$ cat src/rtl/hazard_ctrl.sv
// hazard_ctrl: pipeline stall/flush sequencing, EX operand-forwarding selects and data-memory
// wait tracking with timeout. Define FORWARD_EN to enable forwarding; otherwise RAW hazards stall.
module hazard_ctrl #(
  parameter int AWIDTH      = 5,
  parameter int MEM_TIMEOUT = 15,
  parameter int TWIDTH      = 4
) (
  input  logic              h_clk,
  input  logic              h_rst,
  input  logic              h_i_de_ce,
  input  logic [AWIDTH-1:0] h_i_de_addr_rs1,
  input  logic [AWIDTH-1:0] h_i_de_addr_rs2,
  input  logic              h_i_ex_ce,
  input  logic [AWIDTH-1:0] h_i_ex_addr_rs1,
  input  logic [AWIDTH-1:0] h_i_ex_addr_rs2,
  input  logic [AWIDTH-1:0] h_i_ex_addr_rd,
  input  logic              h_i_ex_we,
  input  logic              h_i_ex_load,
  input  logic              h_i_mem_ce,
  input  logic              h_i_mem_we,
  input  logic [AWIDTH-1:0] h_i_mem_addr_rd,
  input  logic              h_i_wb_ce,
  input  logic              h_i_wb_we,
  input  logic [AWIDTH-1:0] h_i_wb_addr_rd,
  input  logic              h_i_change_pc,
  input  logic              h_i_mem_req,
  input  logic              h_i_mem_ack,
  input  logic              h_i_force_stall,
  output logic              h_o_stall_if,
  output logic              h_o_stall_de,
  output logic              h_o_stall_ex,
  output logic              h_o_stall_mem,
  output logic              h_o_flush_de,
  output logic              h_o_flush_ex,
  output logic [1:0]        h_o_fwd_rs1,
  output logic [1:0]        h_o_fwd_rs2,
  output logic              h_o_mem_timeout,
  output logic              h_o_busy
);

  typedef enum logic [1:0] {S_IDLE, S_MEM_WAIT, S_REDIRECT} state_t;

  state_t            r_state, w_state_nxt;
  logic [TWIDTH-1:0] r_cnt, w_cnt_nxt;
  logic              r_mem_timeout, w_timeout_nxt;

  logic       w_mem_stall, w_hold, w_redirect_now;
  logic       w_ex_hit, w_mem_valid, w_wb_valid, w_hazard, w_raw;
  logic [1:0] w_fwd_rs1, w_fwd_rs2;

  assign w_mem_stall    = (r_state == S_MEM_WAIT) ||
                          (r_state == S_IDLE && h_i_mem_req && !h_i_mem_ack);
  assign w_hold         = w_mem_stall || h_i_force_stall;
  // A redirect seen while frozen stays in EX and is taken once the freeze lifts.
  assign w_redirect_now = (r_state == S_IDLE) && h_i_change_pc && !w_hold;

  assign w_ex_hit    = h_i_ex_ce && h_i_ex_we && (h_i_ex_addr_rd != '0) && h_i_de_ce &&
                       (h_i_ex_addr_rd == h_i_de_addr_rs1 || h_i_ex_addr_rd == h_i_de_addr_rs2);
  assign w_mem_valid = h_i_mem_ce && h_i_mem_we && (h_i_mem_addr_rd != '0);
  assign w_wb_valid  = h_i_wb_ce && h_i_wb_we && (h_i_wb_addr_rd != '0);

`ifdef FORWARD_EN
  assign w_hazard = w_ex_hit && h_i_ex_load;

  // NOTE: every always_comb output gets a default first, so no path can infer a latch.
  always_comb begin
    w_fwd_rs1 = 2'b00;
    w_fwd_rs2 = 2'b00;
    if (w_mem_valid && h_i_mem_addr_rd == h_i_ex_addr_rs1)     w_fwd_rs1 = 2'b01;
    else if (w_wb_valid && h_i_wb_addr_rd == h_i_ex_addr_rs1)  w_fwd_rs1 = 2'b10;
    if (w_mem_valid && h_i_mem_addr_rd == h_i_ex_addr_rs2)     w_fwd_rs2 = 2'b01;
    else if (w_wb_valid && h_i_wb_addr_rd == h_i_ex_addr_rs2)  w_fwd_rs2 = 2'b10;
  end
`else
  logic w_mem_hit, w_wb_hit, w_unused;

  assign w_mem_hit = w_mem_valid && h_i_de_ce &&
                     (h_i_mem_addr_rd == h_i_de_addr_rs1 || h_i_mem_addr_rd == h_i_de_addr_rs2);
  assign w_wb_hit  = w_wb_valid && h_i_de_ce &&
                     (h_i_wb_addr_rd == h_i_de_addr_rs1 || h_i_wb_addr_rd == h_i_de_addr_rs2);
  assign w_hazard  = w_ex_hit || w_mem_hit || w_wb_hit;
  assign w_fwd_rs1 = 2'b00;
  assign w_fwd_rs2 = 2'b00;
  assign w_unused  = ^{h_i_ex_load, h_i_ex_addr_rs1, h_i_ex_addr_rs2};
`endif

  // DE is being flushed during a redirect, so stalling it for a hazard would be pointless.
  assign w_raw = w_hazard && !w_hold && !w_redirect_now && (r_state != S_REDIRECT);

  always_comb begin
    w_state_nxt   = r_state;
    w_cnt_nxt     = r_cnt;
    w_timeout_nxt = 1'b0;
    case (r_state)
      S_IDLE: begin
        if (h_i_mem_req && !h_i_mem_ack) begin
          w_state_nxt = S_MEM_WAIT;
          w_cnt_nxt   = TWIDTH'(1);
        end else if (w_redirect_now) begin
          w_state_nxt = S_REDIRECT;
        end
      end
      S_MEM_WAIT: begin
        if (h_i_mem_ack) begin
          w_state_nxt = S_IDLE;
          w_cnt_nxt   = '0;
        end else if (r_cnt == TWIDTH'(MEM_TIMEOUT)) begin
          w_state_nxt   = S_IDLE;
          w_cnt_nxt     = '0;
          w_timeout_nxt = 1'b1;
        end else begin
          w_cnt_nxt = r_cnt + TWIDTH'(1);
        end
      end
      S_REDIRECT: w_state_nxt = S_IDLE;
      default: begin
        w_state_nxt = S_IDLE;
        w_cnt_nxt   = '0;
      end
    endcase
  end

  // NOTE: sequential state uses non-blocking assignments so every register samples pre-edge values.
  always_ff @(posedge h_clk or negedge h_rst) begin
    if (!h_rst) begin
      r_state       <= S_IDLE;
      r_cnt         <= '0;
      r_mem_timeout <= 1'b0;
    end else begin
      r_state       <= w_state_nxt;
      r_cnt         <= w_cnt_nxt;
      r_mem_timeout <= w_timeout_nxt;
    end
  end

  assign h_o_stall_if    = h_rst & (w_hold | w_raw);
  assign h_o_stall_de    = h_rst & (w_hold | w_raw);
  assign h_o_stall_ex    = h_rst & w_hold;
  assign h_o_stall_mem   = h_rst & w_hold;
  assign h_o_flush_de    = h_rst & (w_redirect_now | (r_state == S_REDIRECT));
  assign h_o_flush_ex    = h_rst & (w_redirect_now | w_raw);
  assign h_o_fwd_rs1     = h_rst ? w_fwd_rs1 : 2'b00;
  assign h_o_fwd_rs2     = h_rst ? w_fwd_rs2 : 2'b00;
  assign h_o_mem_timeout = r_mem_timeout;
  assign h_o_busy        = (r_state != S_IDLE);

endmodule

$ cat config.mk
export PLATFORM = sky130hd
export DESIGN_NAME = hazard_ctrl
export DESIGN_NICKNAME = d
export VERILOG_FILES = /design/src/rtl/hazard_ctrl.sv
export SDC_FILE = /design/constraint.sdc
export NUM_CORES = 1
export LEC_CHECK = 0
export ABC_AREA = 1
export BUFFER_PORTS_ARGS = -buffer_cell sky130_fd_sc_hd__buf_4
export CAP_MARGIN = 10
export CORE_MARGIN = 4
export CORE_UTILIZATION = 47
export DETAILED_ROUTE_END_ITERATION = 10
export GPL_TIMING_DRIVEN = 0
export PLACE_DENSITY_LB_ADDON = 0.2
export SYNTH_ARGS = -nofsm -noshare
export SYNTH_HDL_FRONTEND = slang
export SYNTH_SLANG_ARGS = --single-unit
$ cat constraint.sdc
create_clock -name h_clk -period 3.4 [get_ports h_clk]
set_input_delay 0.34 -clock h_clk [delete_from_list [all_inputs] [get_ports h_clk]]
set_output_delay 0.34 -clock h_clk [all_outputs]
set_load 0.05 [all_outputs]
== Word-level counts from Yosys, hierarchy flattened ==
Cells that the tools add are included.
Word-level totals
  register bits: 7
  input bits: 49
  output and inout port bits: 12
  logic and storage cells: 74
Cells by class
  add/sub/neg operators: 1
  equal/unequal tests: 13
  mux-type cells: 12
  bitwise operators: 8
  reductions and logical operators: 37
Operators with widths (count)
  $eq 5x5->1: 6
  $logic_and 1x1->1: 20
  $reduce_bool 5->1: 3
  $mux 4: 3
  $pmux 4 s3: 1
  $mux 2: 4
  $logic_or 1x1->1: 7
  $ne 3x2->1 const B: 2
  $add 4x1->4 const B: 1
  $and 1x1->1: 4
  $eq 4x4->1 const B: 1
  $pmux 2 s2: 1
  $reduce_and 2->1: 2
  $logic_not 1->1: 3
  $mux 1: 3
  $or 1x1->1: 3
  $eq 2x1->1 const B: 1
  $eq 2x2->1 const B: 1
  $logic_not 2->1: 1
  $ne 2x1->1 const B: 1
  $ne 2x2->1 const B: 1
  $reduce_bool 2->1: 1
  $not 1->1: 1

== Depth between registers and ports, before layout ==
Gate-level depths: netlist of the first run.
  depth after elaboration: 12
  gate-level depth with buffers: 11
  mapped depth without buffers: 10

== Least setup slack after synthesis of the first run ==
No wires, ideal clock.
  path type: register to output
  start point: register r_state[0]
  end point: output h_o_stall_if
  arrival: 1.964 ns
  required time: 3.060 ns
  path slack: 1.096 ns
  cell stages (with the launch flop): 10
  path buffers: 1
  cell sequence: dfrtp_1 -> inv_2 -> nand2_1 -> nor2_2 -> nand3_2 -> o21ai_1 -> nor3_2 -> nand2_1 -> nand2_1 -> buf_4
On the way
  longest elaborated chain between the ends: 12
  elaborated cells on any way between the ends: 16
  classes of those cells: eq/ne: 2; bitwise: 2; reduce/logical: 12
RTL lines
  start: declaration: RTL line 43  | state_t r_state, w_state_nxt;
  start signal: assignment: RTL line 130  | r_state <= w_state_nxt;
  $logic_not 2->1: RTL line 52, 55
  $logic_and 1x1->1 (2 in a row): RTL line 52  | (r_state == S_IDLE && h_i_mem_req && !h_i_mem_ack);
  $logic_or 1x1->1: RTL line 51  | assign w_mem_stall = (r_state == S_MEM_WAIT) ||
  $logic_or 1x1->1: RTL line 53  | assign w_hold = w_mem_stall || h_i_force_stall;
  $logic_not 1->1: RTL line 55, 88
  $logic_and 1x1->1: RTL line 55  | assign w_redirect_now = (r_state == S_IDLE) && h_i_change_pc && !w_hold;
  $logic_not 1->1: RTL line 88  | assign w_raw = w_hazard && !w_hold && !w_redirect_now && (r_state != S_REDIRECT);
  $logic_and 1x1->1 (2 in a row): RTL line 88
  $or 1x1->1 (*)
  $and 1x1->1 (*)
  end: declaration: RTL line 29  | output logic h_o_stall_if,
Mark *: on every way between the ends. The rest lies on a longest branch, timed or not.

== Worst setup path after layout of the first run ==
  start point: input h_rst
  end point: output h_o_stall_if
On the way
  longest elaborated chain between the ends: 1
RTL lines
  start: declaration: RTL line 9  | input logic h_rst,
  $and 1x1->1: RTL line 136  | assign h_o_stall_if = h_rst & (w_hold | w_raw);
Every way passes these cells.

==> metrics.txt, run 1 <==
outcome complete, no violations; Max VDD drop 217.3 uV; Syn. warnings 0; FFs w/ async S/R, synth 100.0%; Post-Syn Area 1036 um2; top cell type's share of synthesized area 28.99%; endpoints failing setup 0; DIE HEIGHT 54.95 um; Crit. End Element output pin; Final TNS setup 0 ns; chip width 54.95 um; starting density of the core 51.24%; GRT Overall Usage 18.18%; worst-case clock skew 0.004136 ns; FMAX 478.2 MHz; max-slew violation count 0; Distinct cells, synth 24; first-pass GRT wire length 4.002 mm; Final Cycle Share 61.51%; worst path arrival time 1.75 ns; drt drc 0; sequential share of the synthesized area 16.91%; I/O pin count 61; Final GP Congestion 0.8099; clock power share 20.0%; DRT antenna net count 0; total gr overflow 0; main area contributors after synthesis nand2_1 (29%), dfrtp_1 (17%), inv_1 (13%); Logic pwr share 52.6%; Leak 0.9391 nW; worst hold path class in2reg; RSZ-0062 raised after global routing false; critical path class in2out; share of cells above drive strength 1 26.21%; Worst-path clk slew 0.05 ns; Post-synth EDFFs 0; Mean Syn Cell Area 5.313 um2; CP Max Fanout 10; vias in the first global route 991; Routed WL 2.463 mm; synth cell count leaders nand2_1 (80), inv_1 (37), nor2_1 (21); DP Area 1419 um2; Post-Synthesis Cells 195; wire per inst 8.956 um; sw frac 41.78%; routed via count 1,196; Yosys reg bits 7; core area 2022 um2; Top FF cell, synth dfrtp_1; Final Core Density 71.97%; Rows 16; CTS root buf clkbuf_4; H-tree depth 1; Psw 0.1586 mW; leading area contributor after synthesis nand2_1; Hold Fails Final Rpt 0; max_cap viols 0; Flop pwr share 27.3%; initial antenna violation count 0; area grow syn2layout 40.46%; critical path launch point type input pin; post-layout net count 299; Critical Path RT 3.06 ns; post-placement worst setup slack 1.622 ns; dpl hpwl 2.160 mm; port bufs 45; 1st-iter DRT viols 16; ant diodes 0; design area 1455 um2; clock period minus worst slack 2.091 ns; deepest clock path buffer count 2; cell with the most instances after synthesis nand2_1; PwrDens 260.9 nW/um2; final hold slack 0.3425 ns; CTS Buf Count 3; Power Internal 0.2210 mW; die area 3020 um2; largest net degree at the start of global routing 11; Clk Latency, worst-skew pair 0.25 ns; DRT Pass-1 Iters 4; R2R Setup Slk 2.23 ns; TritonCTS clock tree built; vias per cell 4.349; Filler cells 192; post-route worst setup slack 1.309 ns; clock tree sinks 7
flip-flops by register name, summed over array words and instances, names as in the netlist:
register,flops
h_o_mem_timeout,1
r_cnt,4
r_state,2
power by group through the flow:
stage | clock network, mW | registers (mW) | logic (mW)
floorplan | 0 | 0.103 | 0.127
global placement | 0 | 0.105 | 0.197
detailed placement | 0 | 0.105 | 0.199
CTS | 0.0775 | 0.104 | 0.200
global route | 0.0834 | 0.105 | 0.223
finish | 0.0761 | 0.104 | 0.200
area by class of cell:
class	instances	area, um2	share of cell area [%]
Multi-Input combinational cell	144	673.1	46.26
Timing Repair Buffer	46	347.8	23.90
Sequential cell	7	175.2	12.04
Inverter	41	153.9	10.58
Buffer	6	45.04	3.095
Tap cell	27	33.78	2.322
Clock buffer	4	26.28	1.806
worst max-delay path, stage by stage:
cell and delay (ns):
dlygate4sd3_1 0.54, buf_4 0.18, inv_1 0.08, nor3_2 0.17
nand2_1 0.08, nand2_1 0.08, buf_4 0.10, buf_4 0.18
layer usage:
layer | vias to the layer above | track usage (%) | wire length (um) | share of wire [%]
met5 | - | 0 | 0 | 0
met1 | 472 | 25.82 | 1180 | 48
met2 | 40 | 26.97 | 1033 | 42
li1 | 680 | - | - | -
met3 | 4 | 4.826 | 219 | 8.9
met4 | 0 | 4.858 | 29 | 1.2
cells by family after synthesis:
group,count (synthesis),synth area share (%)
and+or+nand+nor,123,49.76
DFF,7,16.91
AOI/OAI and AO/OA,7,4.952
xor gates and xnor gates,9,7.609
other,1,0.3620
adders and majority gates,1,1.208
buffers and inverters,47,19.20
through the flow:
stage	power [mW]	cells
after floorplan	0.2304	198
after global routing	0.4117	275
after CTS	0.3816	275
after global placement	0.3020	270
after detailed placement	0.3041	270
final	0.3797	275
worst paths after layout:
path / start / cells after the start / end
min: h_i_mem_ack / 4 / h_o_mem_timeout$_DFF_PN0_
max: h_rst / 8 / h_o_stall_if
max reg2reg: r_state[1]$_DFFE_PN0P_ / 7 / r_cnt[3]$_DFFE_PN0P_
min in group asynchronous: h_rst / 2 / r_state[1]$_DFFE_PN0P_
max in group asynchronous: h_rst / 2 / r_cnt[2]$_DFFE_PN0P_
min reg2reg: r_cnt[0]$_DFFE_PN0P_ / 1 / r_cnt[0]$_DFFE_PN0P_
cell usage in the layout (no fill, tap or decap):
cell type and instances:
dlygate4sd3_1 1, o211ai_2 1, nand3_2 1, nand2_1 80, xor2_1 3, nand4_1 6
nor3_2 1, a31oi_1 1, o21ai_0 1, ha_1 1, a22oi_1 1, clkbuf_1 1
nand3_1 10, conb_1 4, a21oi_2 1, inv_1 37, clkbuf_4 3, inv_2 4
o22ai_1 1, dfrtp_1 7, buf_4 51, xnor2_1 6, nor2_4 1, nor2_2 2
nor3_1 1, nor2_1 21, o21ai_1 1
timing repair:
| action | in CTS | in global routing |
|---|---|---|
| hold buffers | 1 | 0 |
| gates resized for setup | 0 | 0 |
| hold endpoints to repair | 7 | 0 |
| setup buffers | 0 | 0 |
No activity file was read; power rests on OpenSTA's default activity.
==> run 2, diff against run 1 <==
--- a/config.mk
+++ b/config.mk
@@ -9,7 +9,7 @@
 export BUFFER_PORTS_ARGS = -buffer_cell sky130_fd_sc_hd__buf_4
 export CAP_MARGIN = 10
 export CORE_MARGIN = 4
-export CORE_UTILIZATION = 47
+export CORE_UTILIZATION = 39
 export DETAILED_ROUTE_END_ITERATION = 10
 export GPL_TIMING_DRIVEN = 0
 export PLACE_DENSITY_LB_ADDON = 0.2
==> constraint.sdc (replaced) <==
create_clock -name h_clk -period 1.73 [get_ports h_clk]
set_input_delay 0.173 -clock h_clk [delete_from_list [all_inputs] [get_ports h_clk]]
set_output_delay 0.173 -clock h_clk [all_outputs]
set_load 0.05 [all_outputs]
==> run 2 against run 1 <==
Compared with the run above: critical path depth unchanged; sequential power increased by 95%; setup slack got worse by 1.3 ns; flip-flop and latch count stayed put; count of clock-buffer cells in the layout is the same; non-clock buffer count is 7 higher; first-iteration DRC count increased to 3.6 times the previous value; critical path type unchanged; critical endpoint unchanged; largest power group unchanged.
==> metrics.txt, run 2 (synthesis results as in run 1) <==
clock tree sinks 7 (unchanged); Critical Path RT 1.56 ns (-1.50 ns); R2R Setup Slk 0.42 ns (-1.81 ns); core area 2500 um2 (+24%); Max VDD drop 636.0 uV (+190%); outcome complete, no violations; deepest clock path buffer count 2 (unchanged); RSZ-0062 raised after global routing true; GRT Overall Usage 16.00% (-2.2 points); R2R Path End r_cnt[3]$_DFFE_PN0P_; total power 0.7923 mW (+110%); DIE HEIGHT 59.54 um (+8.4%); Final TNS setup 0 ns (unchanged); max-slew violation count 0 (unchanged); I/O pin count 61 (unchanged); Crit. End Element output pin; vias per cell 4.274 (-1.7%); PwrDens 507.4 nW/um2 (+94%); worst-case clock skew 0.003444 ns (-0.0006920 ns); wire per inst 9.832 um (+9.8%); Worst-path clk slew 0.05 ns (about the same); Hold Path End h_o_mem_timeout$_DFF_PN0_; flip-flop count of the largest register after layout 4 (unchanged); Worst Hold Depth 4 (unchanged); 1st-iter DRT viols 58 (+42); max_cap viols 0 (unchanged); routed via count 1,218 (+1.8%); starting density of the core 41.44% (-9.8 points); initial antenna violation count 0 (unchanged); area grow syn2layout 50.72%; final non-filler cell total 285 (+3.6%); Clk Latency, worst-skew pair 0.25 ns (about the same); H-tree depth 1 (unchanged); most frequent cells in the layout nand2_1 (78), buf_4 (54), inv_1 (37); clock period minus worst slack 1.691 ns; cells on worst reg2reg path 8 (+1); critical path class in2out; ant diodes 0 (unchanged); Routed WL 2.802 mm (+14%); CTS Buf Count 3 (unchanged); DRT antenna net count 0 (unchanged); chip width 59.54 um (+8.4%); placed insts 273 (+1.1%); TritonCTS clock tree built; endpoints failing setup 0 (unchanged); Final GP Congestion 0.8176 (+0.95%); critical path launch point type input pin; R2R Path Start r_state[1]$_DFFE_PN0P_; dpl hpwl 2.308 mm (+6.9%); Leak 0.9859 nW (+5.0%); worst hold path class in2reg; post-route worst setup slack 0.03930 ns (-1.269 ns); first-pass GRT wire length 4.284 mm (+7.0%); largest net degree at the start of global routing 11 (unchanged); worst path arrival time 1.52 ns (-0.23 ns); FMAX 591.5 MHz; port bufs 45 (unchanged); total gr overflow 0 (unchanged); Hold Fails Final Rpt 0 (unchanged); CTS root buf clkbuf_4; vias in the first global route 1,064 (+7.4%); post-layout net count 306 (+2.3%); DRT Pass-1 Iters 4 (unchanged); Biggest register r_cnt; die area 3545 um2 (+17%); share of cells above drive strength 1 30.59% (+4.4 points); min-delay src h_i_mem_ack; post-placement worst setup slack 0.1433 ns (-1.479 ns); drt drc 0 (unchanged); CP Max Fanout 10 (unchanged); Rows 18 (+2); most common cell after layout, fill and taps aside nand2_1; Final Cycle Share 97.73%
## run 2: power by group
group	switching, mW	leakage (nW)	total, mW	internal [mW]
combinational	0.252	0.878	0.446	0.194
sequential	0.0189	0.0932	0.203	0.184
clock	0.0553	0.0150	0.143	0.0877
## run 2: per-stage QoR
step           area [um2]  hold slack (ns)  utilization, %
6_report             1562           0.2001           62.46
5_1_grt              1562           0.1842           62.46
4_1_cts              1516           0.1848           60.66
3_5_place_dp         1430         0.005275           57.21
3_3_place_gp         1430         0.005959           57.21
2_1_floorplan        1055          -0.1226               -
## run 2: final cells by class
cell class,count,area [um2]
Timing Repair Buffer,53,415.4
Inverter,41,153.9
Multi-Input combinational cell,144,704.4
Buffer,6,48.80
Sequential cell,7,175.2
Fill cell,244,938.4
Clock buffer,4,26.28
Tap cell,30,37.54
## run 2: worst max-delay path by stage
stage | startpoint | cells after the start | slack [ns] | to
2_1_floorplan | r_state[0]$_DFFE_PN0P_ | 9 | -0.08 | h_o_stall_if
3_3_place_gp | r_state[0]$_DFFE_PN0P_ | 10 | 0.14 | h_o_stall_if
3_5_place_dp | r_state[0]$_DFFE_PN0P_ | 10 | 0.14 | h_o_stall_if
4_1_cts | r_state[0]$_DFFE_PN0P_ | 10 | 0.005 | h_o_stall_if
5_1_grt | r_state[0]$_DFFE_PN0P_ | 10 | -0.08 | h_o_stall_if
6_report | h_rst | 8 | 0.04 | h_o_stall_if
## run 2: per-layer routing
layer	vias to the layer above	wire length (um)	track usage, %
met4	0	14	3.797
li1	693	-	-
met2	32	1376	26.68
met3	2	186	3.486
met1	491	1225	20.92
met5	-	0	0
## run 2: critical path, cell delays in order
cell and delay, ns:
dlygate4sd3_1 0.52, buf_4 0.18, inv_1 0.09, nor3_2 0.16, nand2_1 0.09, nand2_2 0.08, buf_6 0.09, buf_8 0.13
## run 2: timing repair
| item | in CTS | in global routing |
|---|---|---|
| pin swaps | 0 | 2 |
| hold buffers | 1 | 0 |
| setup buffers | 5 | 2 |
| gates resized for setup | 3 | 7 |
| setup endpoints to repair | 3 | 4 |
| hold endpoints to repair | 7 | 0 |
==> run 3, diff against run 2 <==
--- a/config.mk
+++ b/config.mk
@@ -5,14 +5,16 @@
 export SDC_FILE = /design/constraint.sdc
 export NUM_CORES = 1
 export LEC_CHECK = 0
-export ABC_AREA = 1
+export ABC_AREA = 0
 export BUFFER_PORTS_ARGS = -buffer_cell sky130_fd_sc_hd__buf_4
 export CAP_MARGIN = 10
 export CORE_MARGIN = 4
-export CORE_UTILIZATION = 39
+export CORE_UTILIZATION = 37
 export DETAILED_ROUTE_END_ITERATION = 10
+export GPL_ROUTABILITY_DRIVEN = 0
 export GPL_TIMING_DRIVEN = 0
 export PLACE_DENSITY_LB_ADDON = 0.2
+export SKIP_LAST_GASP = 1
 export SYNTH_ARGS = -nofsm -noshare
 export SYNTH_HDL_FRONTEND = slang
 export SYNTH_SLANG_ARGS = --single-unit
==> run 3 against run 2 <==
Compared with the run above: the flow now finishes with violations (negative setup slack); fmax down 6.1%; routed wire length down 7.2%; critical path depth down 1; global-route usage up 0.92 points; flip-flop and latch count unchanged; worst hold slack better by 0.042 ns; count of clock-buffer cells in the layout unchanged; total power up 0.35%; non-clock buffer count unchanged; via count down 21%; first-iteration DRC count down 67%.
==> metrics.txt, run 3 <==
Clk Latency, worst-skew pair 0.25 ns (about the same); critical path launch point type register; Yosys reg bits 7 (unchanged); RSZ-0062 raised after global routing true; placed insts 181 (-34%); chip width 56.34 um (-5.4%); wire per inst 13.54 um (+38%); Bufs and invs on worst path 3 (-2); DIE HEIGHT 56.34 um (-5.4%); largest net degree at the start of global routing 11 (unchanged); port bufs 45 (unchanged); PwrDens 553.0 nW/um2 (+9.0%); endpoints failing setup 2 (+2); worst path cell trace clkbuf_8 -> nor2_4 -> o21bai_4 -> o31ai_4 -> a21oi_4 -> buf_4 -> buf_6; Post-Syn Area 864.6 um2 (-17%); CP max stage cell dfrtp_1; TritonCTS clock tree built; Max VDD drop 504.2 uV (-21%); top cell type's share of synthesized area 20.26% (-8.7 points); XOR/XNOR Fraction of Synth Area 31.40% (+24 points); crit-path max cell delay 0.39 ns (-0.13 ns); starting density of the core 39.08% (-2.4 points); worst-case clock skew 0.0002116 ns (-0.003232 ns); largest family of logic cells by synthesized area XOR/XNOR gates; area grow syn2layout 66.28%; Synth Area in Compound Gates 19.10% (+14 points); critical path class reg2out; CTS root buf clkbuf_4; initial antenna violation count 0 (unchanged); Post-Synthesis Cells 105 (-46%); Final Cycle Share 104.0% (+6.3 points); worst hold path class in2reg; post-route worst setup slack -0.06974 ns (-0.1090 ns); most frequent cells in the layout buf_4 (52), xor2_1 (19), xnor2_1 (11); outcome complete, but fails checks; routed via count 964 (-21%); clock tree sinks 7 (unchanged); simple-gate share of the synthesized area 21.27% (-28 points); DRT antenna net count 0 (unchanged); sequential share of the synthesized area 20.26% (+3.4 points); total gr overflow 0 (unchanged); Distinct cells, synth 29 (+21%); Critical Path RT 1.56 ns (about the same); share of cells above drive strength 1 46.95% (+16 points); Top FF cell, synth dfrtp_1; Hold Fails Final Rpt 0 (unchanged); 1st-iter DRT viols 19 (-67%); Routed WL 2.600 mm (-7.2%); Worst-path clk slew 0.05 ns (about the same); cell with the most instances after synthesis xor2_1; CTS Buf Count 3 (unchanged); FFs w/ async S/R, synth 100.0% (unchanged); mux contribution to synthesized area 0% (unchanged); DP Area 1280 um2 (-10%); drt drc 0 (unchanged); CP Max Fanout 4 (-6); max_cap viols 0 (unchanged); Adder-Cell Fraction of Synth Area 1.447% (+0.24 points); clock period minus worst slack 1.800 ns (+0.1090 ns); failing checks negative setup slack; leading area contributor after synthesis dfrtp_1; vias per cell 5.021 (+17%); CP top delay family buffers and inverters; max-slew violation count 0 (unchanged); Syn. warnings 0 (unchanged); Rows 17 (-1); Post-synth EDFFs 0 (unchanged); most common cell after layout, fill and taps aside buf_4; dpl hpwl 2.025 mm (-12%); synth cell count leaders xor2_1 (20), xnor2_1 (11), nor2_1 (9); final hold slack 0.2419 ns (+0.04180 ns); Biggest register r_cnt; worst path arrival time 1.63 ns (+0.11 ns); Crit. End Element output pin; H-tree depth 1 (unchanged); flip-flop count of the largest register after layout 4 (unchanged); die area 3174 um2 (-10%); I/O pin count 61 (unchanged); Final TNS setup -0.1143 ns (-0.1143 ns); first-pass GRT wire length 4.215 mm (-1.6%); GRT Overall Usage 16.92% (+0.92 points); design area 1438 um2 (-7.9%); Mean Syn Cell Area 8.234 um2 (+55%); final non-filler cell total 192 (-33%); DRT Pass-1 Iters 4 (unchanged); vias in the first global route 986 (-7.3%); deepest clock path buffer count 2 (unchanged); core area 2212 um2 (-12%); ant diodes 0 (unchanged); FMAX 555.6 MHz (-6.1%); post-layout net count 215 (-30%); main area contributors after synthesis dfrtp_1 (20%), xor2_1 (20%), xnor2_1 (11%); Leak 0.6417 nW (-35%)
run 3: layer usage:
layer | up-vias | track usage (%) | routed length, um
li1 | 477 | - | -
met1 | 444 | 18.64 | 1073
met2 | 37 | 29.22 | 1261
met3 | 6 | 6.667 | 214
met4 | 0 | 6.102 | 51
met5 | - | 0 | 0
run 3: worst reg2reg max path: stages, from the launching register on:
cell     delay [ns]
dfrtp_1        0.41
buf_4          0.15
nor2_1         0.23
a21oi_1        0.15
o21ai_0        0.17
o31ai_1        0.08
run 3: area by class of cell:
cell class | count | area, um2
fill | 195 | 774.5
multi-input combinational | 93 | 726.9
timing repair buffer | 52 | 411.6
sequential | 7 | 175.2
buffer | 7 | 58.81
tap | 28 | 35.03
clock buffer | 4 | 26.28
inverter | 1 | 3.754
run 3: cell families after synthesis:
| logic type | after synthesis |
|---|---|
| simple gates | 35 |
| xor+xnor | 31 |
| compound gates | 22 |
| buf+inv | 8 |
| flops | 7 |
| fa+ha+maj | 1 |
| other cells | 1 |
run 3: repair_timing:
| action | 4_1_cts | 5_1_grt |
|---|---|---|
| pin swaps | 10 | 4 |
| hold endpoints to repair | 7 | 0 |
| setup endpoints to repair | 5 | 5 |
| hold buffers | 1 | 0 |
| resized for setup | 10 | 7 |
| setup buffers | 5 | 1 |
run 3: path summary, 6_finish.rpt:
kind / from / end / slack [ns] / cells after the start
worst max-delay path: r_state[0]$_DFFE_PN0P_ / h_o_stall_if / -0.07 / 7
worst min-delay path: h_i_mem_ack / r_state[0]$_DFFE_PN0P_ / 0.24 / 3
worst max register to register: r_state[1]$_DFFE_PN0P_ / r_cnt[3]$_DFFE_PN0P_ / 0.41 / 5
worst min register to register: r_cnt[3]$_DFFE_PN0P_ / r_cnt[3]$_DFFE_PN0P_ / 0.48 / 1
max in group asynchronous: h_rst / r_state[0]$_DFFE_PN0P_ / 1.30 / 2
min in group asynchronous: h_rst / r_state[1]$_DFFE_PN0P_ / 0.29 / 2
run 3: stage by stage:
step / total power [mW] / utilization, % / setup WS [ns]
3_5_place_dp: 0.5870 / 57.86 / -0.08588
2_1_floorplan: 0.4406 / - / -0.04254
3_3_place_gp: 0.5822 / 57.86 / -0.09466
5_1_grt: 0.8469 / 64.99 / -0.1487
6_report: 0.7951 / 64.99 / -0.06974
4_1_cts: 0.7780 / 63.07 / -0.06545
run 3: report_power, final:
part | internal (mW) | switching, mW
registers | 0.182 | 0.0176
logic | 0.208 | 0.235
clock network | 0.0883 | 0.0646
